File: src/rtl/uart_rx_cfg.sv
// uart_rx_cfg: parametrised UART receiver with configurable data width,
// parity, stop-bit count, an input synchroniser and separate framing,
// parity and break reporting. Each frame produces one single-cycle pulse.
// Optional build macro UART_RX_MAJORITY_EN: every sample tick takes the
// majority of the last three synchronised line values.
module uart_rx_cfg #(
  parameter int CLK_FREQ    = 50_000_000,
  parameter int BAUD_RATE   = 115200,
  parameter int DATA_BITS   = 8,
  parameter int PARITY      = 0,
  parameter int STOP_BITS   = 1,
  parameter int SYNC_STAGES = 2
) (
  input  logic                 clk,
  input  logic                 rst_,
  input  logic                 rx_serial,
  output logic [DATA_BITS-1:0] rx_data,
  output logic                 rx_valid,
  output logic                 rx_parity_err,
  output logic                 rx_frame_err,
  output logic                 rx_break,
  output logic                 busy
);

  localparam int DIVISOR = CLK_FREQ / BAUD_RATE;
  localparam int HALF    = DIVISOR / 2;
  localparam int CW      = $clog2(DIVISOR) + 1;

  localparam logic [CW-1:0] CNT_ONE   = CW'(1);
  localparam logic [CW-1:0] HALF_M1   = CW'(HALF - 1);
  localparam logic [CW-1:0] BIT_M1    = CW'(DIVISOR - 1);
  localparam logic [3:0]    LAST_DATA = 4'(DATA_BITS - 1);
  localparam logic [3:0]    LAST_STOP = 4'(STOP_BITS - 1);

  typedef enum logic [2:0] {
    S_IDLE,
    S_START,
    S_DATA,
    S_PARITY,
    S_STOP,
    S_WAIT_HIGH
  } state_t;

  state_t                 state;
  logic [SYNC_STAGES-1:0] sync_q;
  logic                   rx;
  logic                   samp;
  logic [CW-1:0]          cnt;
  logic [3:0]             bit_cnt;
  logic [DATA_BITS-1:0]   shreg;
  logic                   par_err;
  logic                   frame_err;
  logic                   any_one;

  // Metastability synchroniser for the asynchronous serial line
  always_ff @(posedge clk) begin
    if (!rst_) sync_q <= '1;
    else       sync_q <= {sync_q[SYNC_STAGES-2:0], rx_serial};
  end

  assign rx = sync_q[SYNC_STAGES-1];

`ifdef UART_RX_MAJORITY_EN
  logic [2:0] maj_q;

  // History of the last three synchronised values for glitch rejection
  always_ff @(posedge clk) begin
    if (!rst_) maj_q <= '1;
    else       maj_q <= {maj_q[1:0], rx};
  end

  assign samp = (maj_q[0] & maj_q[1]) | (maj_q[0] & maj_q[2]) | (maj_q[1] & maj_q[2]);
`else
  assign samp = rx;
`endif

  // Frame FSM: bit-centre sampling, error tracking and registered output pulses
  always_ff @(posedge clk) begin
    if (!rst_) begin
      state         <= S_IDLE;
      cnt           <= '0;
      bit_cnt       <= '0;
      shreg         <= '0;
      par_err       <= 1'b0;
      frame_err     <= 1'b0;
      any_one       <= 1'b0;
      rx_data       <= '0;
      rx_valid      <= 1'b0;
      rx_parity_err <= 1'b0;
      rx_frame_err  <= 1'b0;
      rx_break      <= 1'b0;
      busy          <= 1'b0;
    end else begin
      rx_valid      <= 1'b0;
      rx_parity_err <= 1'b0;
      rx_frame_err  <= 1'b0;
      rx_break      <= 1'b0;
      case (state)
        S_IDLE: begin
          cnt <= '0;
          if (!rx) begin
            state <= S_START;
            busy  <= 1'b1;
          end
        end
        S_START: begin
          if (cnt == HALF_M1) begin
            cnt <= '0;
            if (!samp) begin
              state     <= S_DATA;
              bit_cnt   <= '0;
              par_err   <= 1'b0;
              frame_err <= 1'b0;
              any_one   <= 1'b0;
            end else begin
              state <= S_IDLE;
              busy  <= 1'b0;
            end
          end else begin
            cnt <= cnt + CNT_ONE;
          end
        end
        S_DATA: begin
          if (cnt == BIT_M1) begin
            cnt     <= '0;
            shreg   <= {samp, shreg[DATA_BITS-1:1]};
            any_one <= any_one | samp;
            if (bit_cnt == LAST_DATA) begin
              bit_cnt <= '0;
              state   <= (PARITY != 0) ? S_PARITY : S_STOP;
            end else begin
              bit_cnt <= bit_cnt + 4'd1;
            end
          end else begin
            cnt <= cnt + CNT_ONE;
          end
        end
        S_PARITY: begin
          if (cnt == BIT_M1) begin
            cnt     <= '0;
            any_one <= any_one | samp;
            // Odd expects an XOR of 1, even expects 0; the difference flags a mismatch.
            par_err <= (^shreg) ^ samp ^ (PARITY == 1);
            state   <= S_STOP;
          end else begin
            cnt <= cnt + CNT_ONE;
          end
        end
        S_STOP: begin
          if (cnt == BIT_M1) begin
            cnt <= '0;
            if (bit_cnt == LAST_STOP) begin
              // Leave at the centre of the last stop bit so the next start edge is caught.
              bit_cnt <= '0;
              if (frame_err || !samp) begin
                rx_frame_err <= 1'b1;
                rx_break     <= !(any_one || samp);
                state        <= S_WAIT_HIGH;
              end else begin
                rx_valid      <= 1'b1;
                rx_data       <= shreg;
                rx_parity_err <= par_err;
                state         <= S_IDLE;
                busy          <= 1'b0;
              end
            end else begin
              frame_err <= frame_err | !samp;
              any_one   <= any_one | samp;
              bit_cnt   <= bit_cnt + 4'd1;
            end
          end else begin
            cnt <= cnt + CNT_ONE;
          end
        end
        S_WAIT_HIGH: begin
          cnt <= '0;
          if (rx) begin
            state <= S_IDLE;
            busy  <= 1'b0;
          end
        end
        default: begin
          state <= S_IDLE;
          cnt   <= '0;
          busy  <= 1'b0;
        end
      endcase
    end
  end

endmodule

File: config.mk
export PLATFORM = sky130hd
export DESIGN_NAME = uart_rx_cfg
export DESIGN_NICKNAME = d
export VERILOG_FILES = /design/src/rtl/uart_rx_cfg.sv
export SDC_FILE = /design/constraint.sdc
export NUM_CORES = 1
export LEC_CHECK = 0
export ABC_AREA = 1
export CAP_MARGIN = 20
export CORE_ASPECT_RATIO = 1.75
export CORE_MARGIN = 2
export CORE_UTILIZATION = 25
export DETAILED_ROUTE_END_ITERATION = 10
export GPL_ROUTABILITY_DRIVEN = 0
export SLEW_MARGIN = 20
export SYNTH_ARGS = -nofsm -noshare
export SYNTH_HDL_FRONTEND = slang
export SYNTH_SLANG_ARGS = --single-unit
File: constraint.sdc
create_clock -name clk -period 1.7 [get_ports clk]
set_clock_uncertainty 0.05 [all_clocks]
set_input_delay 0.51 -clock clk [delete_from_list [all_inputs] [get_ports clk]]
set_output_delay 0.51 -clock clk [all_outputs]
set_load 0.1 [all_outputs]
Word level (Yosys, flattened, before mapping)
Index checks and enable logic that the tools add are counted.
- bitwise operators: 9
- add/subtract/negate cells: 2
- equal/unequal tests: 20
- mux-type cells: 41
- reduce and logical (&&, ||, !) cells: 24
- operators with widths (operator ; number):
    2-to-1 mux 3 bit ; 9
    2-to-1 mux 4 bit ; 6
    inequality test 2 bit (second input constant) ; 11
    2-to-1 mux 10 bit ; 2
    case mux 10 bit (2 select lines) ; 1
    case mux 3 bit (6 select lines) ; 1
    2-to-1 mux 1 bit ; 16
    AND reduction 5 bit ; 3
    case mux 4 bit (3 select lines) ; 1
    AND reduction 4 bit ; 3
    AND reduction 6 bit ; 2
    adder 10 x 1 -> 10 bit (second input constant) ; 1
    == test 10 x 8 -> 1 bit (second input constant) ; 1
    == test 10 x 9 -> 1 bit (second input constant) ; 1
    AND reduction 8 bit ; 1
    XOR reduction 8 bit ; 1
    == test 3 x 2 -> 1 bit (second input constant) ; 2
    == test 3 bit (second input constant) ; 2
    inverter 1 bit ; 6
    nonzero test 3 bit ; 2
    case mux 1 bit (5 select lines) ; 1
    OR reduction 5 bit ; 1
    adder 4 x 1 -> 4 bit (second input constant) ; 1
    == test 4 x 3 -> 1 bit (second input constant) ; 1
    15 further kinds ; 20
- output and inout port bits: 13
- register bits after elaboration: 43
- word-level logic and storage cells: 110

Logic depth before layout (Yosys ltp)
- word-level depth: 6
- mapped depth: 11
- depth with buffers taken out: 11

Worst setup path after synthesis
No wires, ideal clock.
- kind: register -> register
- start: reg cnt[1]
- end: reg busy
- data arrival time: 1344 ps
- stages on the path, launching flop included: 12
- path slack: 189 ps
- required time: 1533 ps
- period minus slack after synthesis: 1511 ps
- cells stage by stage: dfxtp_1 > inv_1 > ha_1 > inv_1 > nor2_1 > nand3_4 > nand2_1 > nand3_2 > nor2_1 > nand2_1 > nand2_1 > nor2_1
- cells in the longest elaborated chain, start to end: 3
- ends and longest elaborated chain (item ; RTL line ; source):
    start, declared ; 48 ; logic [CW-1:0] cnt;
    start signal, assigned ; 120 ; cnt <= cnt + CNT_ONE;
    start signal, assigned ; 135 ; cnt <= cnt + CNT_ONE;
    start signal, assigned ; 146 ; cnt <= cnt + CNT_ONE;
    == test 10 x 9 -> 1 bit / == test 10 x 8 -> 1 bit (equally long branches) ; 150, 107 ;
    inequality test 2 bit (no source line) ; -- ;
    AND reduction 6 bit (no source line) * ; -- ;
    end signal, assigned ; 164 ; busy <= 1'b0;
    end signal, assigned ; 179 ; busy <= 1'b0;
    end signal, assigned ; 185 ; busy <= 1'b0;
    end, declared ; 22 ; output logic busy
Every way passes the cells marked *; elsewhere a longest branch is shown, timed or not.
A chain may end at the register's enable or synchronous reset.

Final worst setup path
- start: reg cnt[1]
- end: reg shreg[3]
- cells in the longest elaborated chain, start to end: 2
- ends and longest elaborated chain (item ; RTL line ; source):
    == test 10 x 9 -> 1 bit ; 124 ; if (cnt == BIT_M1) begin
    AND reduction 2 bit (no source line) ; -- ;
    end signal, assigned ; 126 ; shreg <= {samp, shreg[DATA_BITS-1:1]};
    end, declared ; 50 ; logic [DATA_BITS-1:0] shreg;
Every way passes these cells.

==> impl_metrics.tcl <==
set metrics [dict create \
    ys_seq_area_share_pct 36.8 \
    crit_top_cell "buf_12" \
    power_leakage_nw 1.26 \
    post_dp_cell_area_sq_mm 0.00288 \
    die_w_um 77.2 \
    synth.avg_cell_area_sq_um 6.91 \
    r2r_slack_ns 0.09 \
    ir_worst_vdd_v 0.000419 \
    drtAntennaViolNets 0 \
    status "complete, no violations" \
    syn_area_sq_mm 0.00234 \
    layout-drive-gt1-share_pct 23.6 \
    insertion_delay_ns 0.30 \
    numPortBuffers 15 \
    post-route-period-util_pct 94.6 \
    grt_max_degree 17 \
    reg2reg_from "cnt[1]" \
    synth_cell_types 35 \
    syn2layout_area_growth_pct 34.7 \
    critical_path.top_delay_family "buffers and inverters" \
    drv_cap 0 \
    io_pins 16 \
    cts-root-buf "clkbuf_16" \
    die-area_sq_mm 0.0102 \
    die_h_um 132 \
    r2r.worst_path.cells 10 \
    drv_slew 0 \
    critical_path_arrival_ns 1.77 \
    rsz0062_at_grt "true" \
    setup_tns_ns 0 \
    mostFrequentLayoutCell "nand2_1" \
    cts_max_path_buffers 2 \
    fin_ws_ns 0.0920 \
    crit_chain "inv_2, ha_2, inv_1, nor2_2, nand3_4, buf_12, nor2_4, buf_12, nor2_1, a211oi_1" \
    drt_pass1_iterations 4 \
    grt_usage_pct 11.3 \
    cts_num_sinks 43 \
    ys_ff_latch 43 \
    wl_um 5470 \
    hpwl_um 4230 \
    cts_made_buffers 5 \
    r2r_end "shreg[3]" \
    fin_area_sq_mm 0.00315 \
    slew_headroom_pct 74.9 \
    antenna_found_initial 0 \
    holdPathEnd "sync_q[1]" \
    viasPerCell 4.36 \
    syn_inst 339 \
    overflow 0 \
    num_vias 2150 \
    htree_levels 2 \
    critical_path.slowest_cell "dfxtp_2" \
    cts_tree "built" \
    period_needed_ns 1.61 \
    required_ns 1.86 \
    cp-end-kind "register" \
    critPathMaxStageDelay_ns 0.33 \
    tightest_slew_ns 0.377 \
    rows 46 \
    grt_pass1_vias 2126 \
    fin_cells 493 \
    syn-num-nets 347 \
    post_drt_wl_per_cell_um 11.1 \
    drt_iter0_drc 100 \
    place_ws_ns -0.0464 \
    hold_buffers 0 \
    grt_pass1_wl_um 9320 \
    worst-path-buf-inv 4 \
    crit_cells 10 \
    fin_nets 380 \
    drc 0 \
    crit_fanout 16 \
    setup_viol 0 \
    yosysWarnings 0 \
    max_freq_mhz 622 \
    path_clk_slew_ns 0.06 \
    hold_viol_final 0 \
    start_kind "register" \
    antenna_cells 0 \
    hold_path_depth 1 \
    worst_hold_slack_ns 0.364 \
    hold_path_class "register to register" \
    start_util_pct 25.7 \
    power_density_mw_per_mm2 1150 \
    core_sq_mm 0.00909 \
    place_inst 480 \
    mostFrequentLayoutCells "nand2_1 (70), nor2_1 (56), inv_1 (44)" \
    hold_start "sync_q[0]" \
    crit_type "register to register" \
]
==> layer usage <==
| layer | GRT usage [%] | vias to the layer above | share of wire [%] |
|---|---|---|---|
| met5 | 0 | - | 0 |
| met4 | 6.05 | 0 | 2.9 |
| met2 | 22.5 | 24 | 59 |
| met1 | 10.2 | 986 | 36 |
| li1 | - | 1124 | - |
| met3 | 2.47 | 16 | 2.4 |
==> flip-flops by register name, summed over array words and instances, names as in the netlist <==
| register | cells |
|---|---|
| rx_frame_err | 1 |
| rx_data | 8 |
| sync_q | 2 |
| state | 3 |
| shreg | 8 |
| rx_valid | 1 |
| rx_break | 1 |
| frame_err | 1 |
| busy | 1 |
| par_err | 1 |
| cnt | 10 |
| any_one | 1 |
| bit_cnt | 4 |
| rx_parity_err | 1 |
==> what timing repair did <==
| item | 4_1_cts | 5_1_grt |
|---|---|---|
| gates resized for setup | 0 | 31 |
| endpoints found under the setup margin | 0 | 38 |
| buffers inserted | 0 | 5 |
==> how the worst max path moves through the flow <==
stage | endpoint | slack [ns] | from
after floorplan | busy | 0.19 | cnt[1]
after global placement | cnt[2] | -0.02 | rst_
final | shreg[3] | 0.09 | cnt[1]
after global routing | state[2] | -0.04 | cnt[1]
after CTS | rx_data[0] | 0.002 | cnt[0]
after detailed placement | cnt[7] | -0.05 | rst_
==> where the power goes <==
group / switching [mW] / internal, mW / total [mW]
clock network: 0.406 / 0.542 / 0.948
logic: 0.962 / 0.540 / 1.50
registers: 0.0863 / 1.10 / 1.19
==> through the flow <==
| step | power (mW) | util (%) |
|---|---|---|
| final | 3.64 | 34.7 |
| after global routing | 3.89 | 34.7 |
| after CTS | 3.50 | 33.3 |
| after floorplan | 2.22 | - |
| after global placement | 2.53 | 31.7 |
| after detailed placement | 2.55 | 31.7 |
==> synthesized netlist by cell type <==
cell	count	area (sq um)
nand2_1	70	263
nor2_1	64	240
inv_1	45	169
dfxtp_1	43	861
a21oi_1	17	85.1
nand3_1	12	60.1
o21ai_0	10	50.1
nor3_1	7	35.0
xor2_1	7	61.3
a211oi_1	6	45.0
buf_2	5	25.0
ha_1	5	62.6
nand4_1	5	31.3
nor2_2	5	31.3
xnor2_1	4	35.0
inv_2	3	11.3
nand2_2	3	18.8
nand3_2	3	30.0
o21ai_1	3	15.0
a211oi_2	2	25.0
buf_6	2	22.5
clkbuf_1	2	7.51
nor2_4	2	22.5
nor3b_2	2	25.0
or2_2	2	12.5
a21boi_0	1	7.51
a31oi_1	1	6.26
buf_1	1	3.75
nand3_4	1	17.5
nand3b_4	1	20.0
nor3_2	1	10.0
nor3b_1	1	7.51
o21a_1	1	7.51
o21ai_2	1	8.76
o21bai_1	1	7.51
==> area by class of cell <==
type,instances,area [sq um]
clock inverters,2,12.5
fillers,987,5940
flip-flops and latches,43,866
inverters,48,180
multi-input cells,238,1320
repair buffers,36,499
well taps,120,150
clock buffers,6,129
==> logic make-up (layout without fill, tap and decap cells) <==
group	Yosys count	in the layout	synth area share (%)
AO/OA/AOI/OAI	43	43	11.0
XOR/XNOR	11	11	4.12
adder cells (fa/ha/maj)	5	5	2.67
buffers and inverters	58	92	10.2
flip-flops	43	43	36.8
AND/OR/NAND/NOR	179	179	35.2
==> worst register-to-register path, stage by stage (launching register included) <==
cell and delay, ns:
dfxtp_2 0.33, inv_2 0.05, ha_2 0.17, inv_1 0.05, nor2_2 0.13, nand3_4 0.13, buf_12 0.16, nor2_4 0.09
buf_12 0.15, nor2_1 0.05, a211oi_1 0.17
Power figures use the tool's default switching activity.
